## src/rtl/uart_rx.sv

```systemverilog
// 8N1 UART receiver: oversamples a synchronised serial line on a shared baud tick
// and emits each good byte with a one-clock valid pulse, or a one-clock framing error.
module uart_rx #(
  parameter int unsigned N       = 8,
  parameter int unsigned OVS     = 16,
  parameter int unsigned SB_TICK = 16
) (
  input  logic         clk,
  input  logic         rst,
  input  logic         i_rx,
  input  logic         i_tick,
  output logic [N-1:0] o_data,
  output logic         o_rx_valid,
  output logic         o_frame_err
);

  localparam int unsigned TMAX = (OVS > SB_TICK) ? OVS : SB_TICK;
  localparam int unsigned TW   = (TMAX > 1) ? $clog2(TMAX) : 1;
  localparam int unsigned BW   = (N > 1) ? $clog2(N) : 1;

  typedef enum logic [2:0] {
    S_IDLE  = 3'd0,
    S_START = 3'd1,
    S_DATA  = 3'd2,
    S_STOP  = 3'd3,
    S_BREAK = 3'd4
  } state_t;

  state_t        state_q, state_d;
  logic [TW-1:0] tick_q, tick_d;
  logic [BW-1:0] bit_q, bit_d;
  logic [N-1:0]  shift_q, shift_d;
  logic [N-1:0]  data_q, data_d;
  logic          valid_q, valid_d;
  logic          ferr_q, ferr_d;
  logic          rx_meta, rx_s;

  // Two-flop synchroniser; resets to the idle line level
  always_ff @(posedge clk or negedge rst) begin
    if (!rst) begin
      rx_meta <= 1'b1;
      rx_s    <= 1'b1;
    end else begin
      rx_meta <= i_rx;
      rx_s    <= rx_meta;
    end
  end

  always_ff @(posedge clk or negedge rst) begin
    if (!rst) begin
      state_q <= S_IDLE;
      tick_q  <= '0;
      bit_q   <= '0;
      shift_q <= '0;
      data_q  <= '0;
      valid_q <= 1'b0;
      ferr_q  <= 1'b0;
    end else begin
      state_q <= state_d;
      tick_q  <= tick_d;
      bit_q   <= bit_d;
      shift_q <= shift_d;
      data_q  <= data_d;
      valid_q <= valid_d;
      ferr_q  <= ferr_d;
    end
  end

  // Next-state: counters only advance on a baud tick; pulses default low
  always_comb begin
    state_d = state_q;
    tick_d  = tick_q;
    bit_d   = bit_q;
    shift_d = shift_q;
    data_d  = data_q;
    valid_d = 1'b0;
    ferr_d  = 1'b0;
    case (state_q)
      S_IDLE: begin
        if (!rx_s) begin
          state_d = S_START;
          tick_d  = '0;
        end
      end
      S_START: begin
        if (i_tick) begin
          if (tick_q == TW'(OVS / 2 - 1)) begin
            if (!rx_s) begin
              state_d = S_DATA;
              tick_d  = '0;
              bit_d   = '0;
            end else begin
              state_d = S_IDLE;
            end
          end else begin
            tick_d = tick_q + TW'(1);
          end
        end
      end
      S_DATA: begin
        if (i_tick) begin
          if (tick_q == TW'(OVS - 1)) begin
            shift_d = {rx_s, shift_q[N-1:1]};
            tick_d  = '0;
            if (bit_q == BW'(N - 1)) begin
              state_d = S_STOP;
            end else begin
              bit_d = bit_q + BW'(1);
            end
          end else begin
            tick_d = tick_q + TW'(1);
          end
        end
      end
      S_STOP: begin
        if (i_tick) begin
          if (tick_q == TW'(SB_TICK - 1)) begin
            if (rx_s) begin
              data_d  = shift_q;
              valid_d = 1'b1;
              state_d = S_IDLE;
            end else begin
              ferr_d  = 1'b1;
              state_d = S_BREAK;
            end
          end else begin
            tick_d = tick_q + TW'(1);
          end
        end
      end
      S_BREAK: begin
        if (rx_s) state_d = S_IDLE;
      end
      default: state_d = S_IDLE;
    endcase
  end

  assign o_data      = data_q;
  assign o_rx_valid  = valid_q;
  assign o_frame_err = ferr_q;

endmodule

```

## config.mk

```make
export PLATFORM = sky130hd
export DESIGN_NAME = uart_rx
export DESIGN_NICKNAME = d
export VERILOG_FILES = /design/src/rtl/uart_rx.sv
export SDC_FILE = /design/constraint.sdc
export NUM_CORES = 1
export LEC_CHECK = 0
export CORE_MARGIN = 3
export CORE_UTILIZATION = 55
export DETAILED_ROUTE_END_ITERATION = 10
export PLACE_DENSITY = 0.79
export SKIP_CTS_REPAIR_TIMING = 1
export SYNTH_ARGS = -nofsm -noshare
export SYNTH_HDL_FRONTEND = slang
export SYNTH_SLANG_ARGS = --single-unit
```

## constraint.sdc

```tcl
create_clock -name clk -period 2 [get_ports clk]
set_clock_uncertainty 0.2 [all_clocks]
set_input_delay 0.4 -clock clk [delete_from_list [all_inputs] [get_ports clk]]
set_output_delay 0.4 -clock clk [all_outputs]
set_load 0.01 [all_outputs]
```

== Yosys cells after proc, flatten, opt, wreduce, memory -nomap -nowiden ==
Index checks and enable logic that the tools add are counted.
Cells by class
  equality and inequality tests: 19
  multiplexer cells: 35
  add/sub/neg operators: 2
  reductions and logical operators: 8
Operator list (count)
  $mux W3: 16
  $mux W4: 7
  $ne A2 B2 Y1 const B: 12
  $pmux W4 S4: 1
  $pmux W3 S5: 1
  $reduce_and A9 Y1: 1
  $mux W1: 8
  $reduce_and A7 Y1: 1
  $eq A3 B2 Y1 const B: 2
  $eq A3 B3 Y1 const B: 2
  $pmux W3 S2: 1
  $reduce_and A5 Y1: 1
  $add A4 B1 Y4 const B: 1
  $eq A4 B3 Y1 const B: 1
  $eq A4 B4 Y1 const B: 1
  $reduce_and A4 Y1: 1
  $reduce_bool A4 Y1: 1
  $add A3 B1 Y3 const B: 1
  $eq A3 B1 Y1 const B: 1
  $logic_not A3 Y1: 1
  $reduce_and A3 Y1: 1
  $mux W2: 1
  $reduce_bool A2 Y1: 1
Storage, ports and cells
  input port bits: 4
  output and inout port bits: 10
  word-level logic and storage cells: 73
  bits in registers: 30

== Longest topological paths before layout ==
  word-level depth: 5
  gate-level depth with buffers: 5
  gate-level depth less buffers: 5

== Worst setup path before layout ==
OpenSTA, ideal clock, no wires.
  kind: flip-flop to flip-flop
  start point: reg tick_q[0]
  end point: reg shift_q[0]
  required time: 1.675 ns
  path buffers: 0
  data arrival time: 1.482 ns
  stages on the path, launching flop included: 5
  period minus slack after synthesis: 1.807 ns
  slack: 0.193 ns
  setup time: 0.125 ns
  cells stage by stage: dfrtp_1 > ha_1 > nand4_4 > nor3_4 > mux2_2
On the way
  cells in the longest elaborated chain, start to end: 2
RTL lines
  start, declared: line 30  | logic [TW-1:0] tick_q, tick_d;
  start signal, assigned: line 60  | tick_q <= tick_d;
  $eq A4 B4 Y1: line 102  | if (tick_q == TW'(OVS - 1)) begin
  $reduce_and A3 Y1 (no line)
  end signal, assigned: line 62  | shift_q <= shift_d;
  end, declared: line 32  | logic [N-1:0] shift_q, shift_d;
Every way passes these cells.
A chain may end at the register's enable or synchronous reset.

== Worst setup path in the final report ==
  start point: reg tick_q[1]
  end point: reg data_q[7] (netlist: o_data[7])
On the way
  cells in the longest elaborated chain, start to end: 2
RTL lines
  $eq A4 B4 Y1: line 117  | if (tick_q == TW'(SB_TICK - 1)) begin
  $reduce_and A4 Y1 (no line)
  end signal, assigned: line 63  | data_q <= data_d;
  end, declared: line 33  | logic [N-1:0] data_q, data_d;
Every way passes these cells.

==> results_dict.tcl <==
set metrics [dict create \
    finalHoldViolCount 0 \
    track_usage_pct 18.3 \
    grt_max_degree 31 \
    cp-end-kind "flip-flop" \
    synth-main-ff-cell "dfrtp_1" \
    worst_slew_pin_slew_ps 462 \
    syn_nets 118 \
    cp_max_fo 9 \
    dieArea_um2 3150 \
    final_cell_area_um2 1630 \
    clk_pin_slew_ps 80 \
    critPathTopFamily "simple AND/OR/NAND/NOR gates" \
    min_period_ps 1880 \
    r2r_cells 5 \
    grt_pass1_vias 1005 \
    fin_crit_sh_pct 94.2 \
    crit_chain "ha_2 -> nand4_4 -> nor3_2 -> nand2_2 -> mux2_1" \
    status "complete, no violations" \
    drt_iter0_drc 15 \
    synth_commonest_cells "dfrtp_1, mux2_2, nor2_1, nand2_1, a22o_1" \
    synth_top_area_share_pct 50.8 \
    place_congestion 0.759 \
    synthArstFlopShare_pct 100 \
    diodes 0 \
    drive_gt1_share_pct 29.7 \
    nets 135 \
    htreeDepth 2 \
    dpl_cell_area_um2 1550 \
    layoutNonFillerInstCount 156 \
    ys_seq_elements 30 \
    hp-start "rx_meta" \
    synth.most_common_cell "dfrtp_1" \
    synth-edff-count 0 \
    synthDistinctLibCells 37 \
    fp.dieW_um 56.1 \
    ys_warn_count 0 \
    drt_first_pass_iters 4 \
    max_stage_delay_ps 390 \
    worstSetupStartpoint "tick_q[1]" \
    maxCapViolations 0 \
    die_h_um 56.1 \
    yosys.area.top_type "dfrtp_1" \
    cts_root_buffer "clkbuf_4" \
    drc 0 \
    powerDensity_nw_per_um2 1060 \
    netlist_instances 111 \
    maxSlewViolCount 0 \
    cts-buffers-inserted 5 \
    rows 17 \
    drt_wl_total_um 2420 \
    avgSynthCellArea_um2 12.4 \
    area_growth_pct 18.2 \
    dpl.hpwl_um 1790 \
    max-vdd-ir-drop_uv 1130 \
    numClockSinks 30 \
    path_buf_inv 0 \
    timing.fmax_ghz 0.531 \
    arrival_ps 1890 \
    cpMaxStageDelayCell "dfrtp_1" \
    p_leak_nw 0.758 \
    io_pins 14 \
    dp_cells 149 \
    postRouteAntennaNets 0 \
    io_buffers 13 \
    whs_path_depth 0 \
    start_util_pct 60.1 \
    synthTopCellsByArea "dfrtp_1, mux2_2, dfstp_2" \
    antenna_found_initial 0 \
    cts_tree "yes" \
    startpoint_type "flip-flop" \
    clock_path_buffers 2 \
    r2r-start "tick_q[1]" \
    setup_violations 0 \
    ys_seq_area_share_pct 54.6 \
    critical_path_class "reg2reg" \
    grt_pass1_wl_um 4420 \
    max_slew_margin_pct 69.2 \
    overflow 0 \
    drt-wirelength-per-cell_um 15.5 \
    coreArea_um2 2300 \
    worstPathRequired_ps 2010 \
    clk-insertion-delay-late_ps 320 \
    cp.depth 5 \
    viasPerCell 5.97 \
    rsz0062_at_grt "true" \
    syn-cell-area_um2 1380 \
    hold_path_class "reg2reg" \
    vias 932 \
]
## layout make-up
class	count	area, um2
repair buffers	16	165
inverters	3	11.3
clock inverters	1	30.0
fillers	178	666
multi-input cells	72	584
flip-flops and latches	30	754
well taps	28	35.0
clock buffers	6	51.3
## final timing paths
path	to	slack [ps]
min in group asynchronous	tick_q[2]	240
worst max register to register	o_data[7]	120
max in group asynchronous	rx_s	1030
worst min register to register	rx_s	160
worst min-delay path	rx_s	160
worst max-delay path	o_data[7]	120
## metal layers
layer | GRT usage, % | part of all wire [%] | wire length (um)
met1 | 21.1 | 41 | 993
met2 | 30.4 | 51 | 1240
met3 | 5.57 | 5.3 | 128
met4 | 9.49 | 2.3 | 56
met5 | 0 | 0 | 0
## power breakdown
part	internal, mW	switching [mW]
clock	0.291	0.193
sequential	0.684	0.142
combinational	0.208	0.212
total	1.18	0.546
## metrics by stage
stage / utilization, % / power (mW) / TNS, ps / hold WS (ps) / worst slack, ps
5_1_grt: 71.0 / 1.84 / -9.52 / 168 / -9.52
4_1_cts: 70.9 / 1.74 / 0 / 162 / 47.0
6_report: 71.0 / 1.73 / 0 / 161 / 117
3_3_place_gp: 67.3 / 1.20 / -2340 / 147 / -152
3_5_place_dp: 67.3 / 1.25 / -3150 / 149 / -200
2_1_floorplan: - / 1.16 / 0 / -95.6 / 193
## worst register-to-register path, cell delays in order (launching register included)
cell	delay (ps)
dfrtp_1	390
ha_2	270
nand4_4	160
nor3_2	230
nand2_2	180
mux2_1	340
## registers in the layout (all words and copies together), names as in the netlist
register	cells
o_data	8
shift_q	8
tick_q	4
bit_q	3
state_q	3
o_frame_err	1
o_rx_valid	1
rx_meta	1
rx_s	1
## cells by family (layout without fill, tap and decap cells)
logic type | after synthesis | count (layout) | synth area share [%]
xor+xnor | 1 | 1 | 0.635
simple gates | 32 | 32 | 14.2
fa+ha+maj | 3 | 3 | 2.72
flops | 30 | 30 | 54.6
compound gates | 17 | 17 | 9.16
buf+inv | 9 | 26 | 3.26
mux | 19 | 19 | 15.4
## placed cells by master (no fill, tap or decap), types with 2 or more instances in the layout
cell	Yosys	routed
ha_1	3	2
nand3_1	2	2
a22o_1	4	4
nand2_1	6	6
or3_1	2	2
mux2_2	17	17
clkbuf_4	0	5
o21ai_1	2	2
inv_1	3	3
nor3_1	2	2
clkdlybuf4s50_1	0	13
o21ai_0	2	2
dfstp_2	2	2
nor2_1	9	9
dfrtp_1	28	27
a211oi_1	3	3
buf_4	2	2
(Power assumes the default switching activity.)
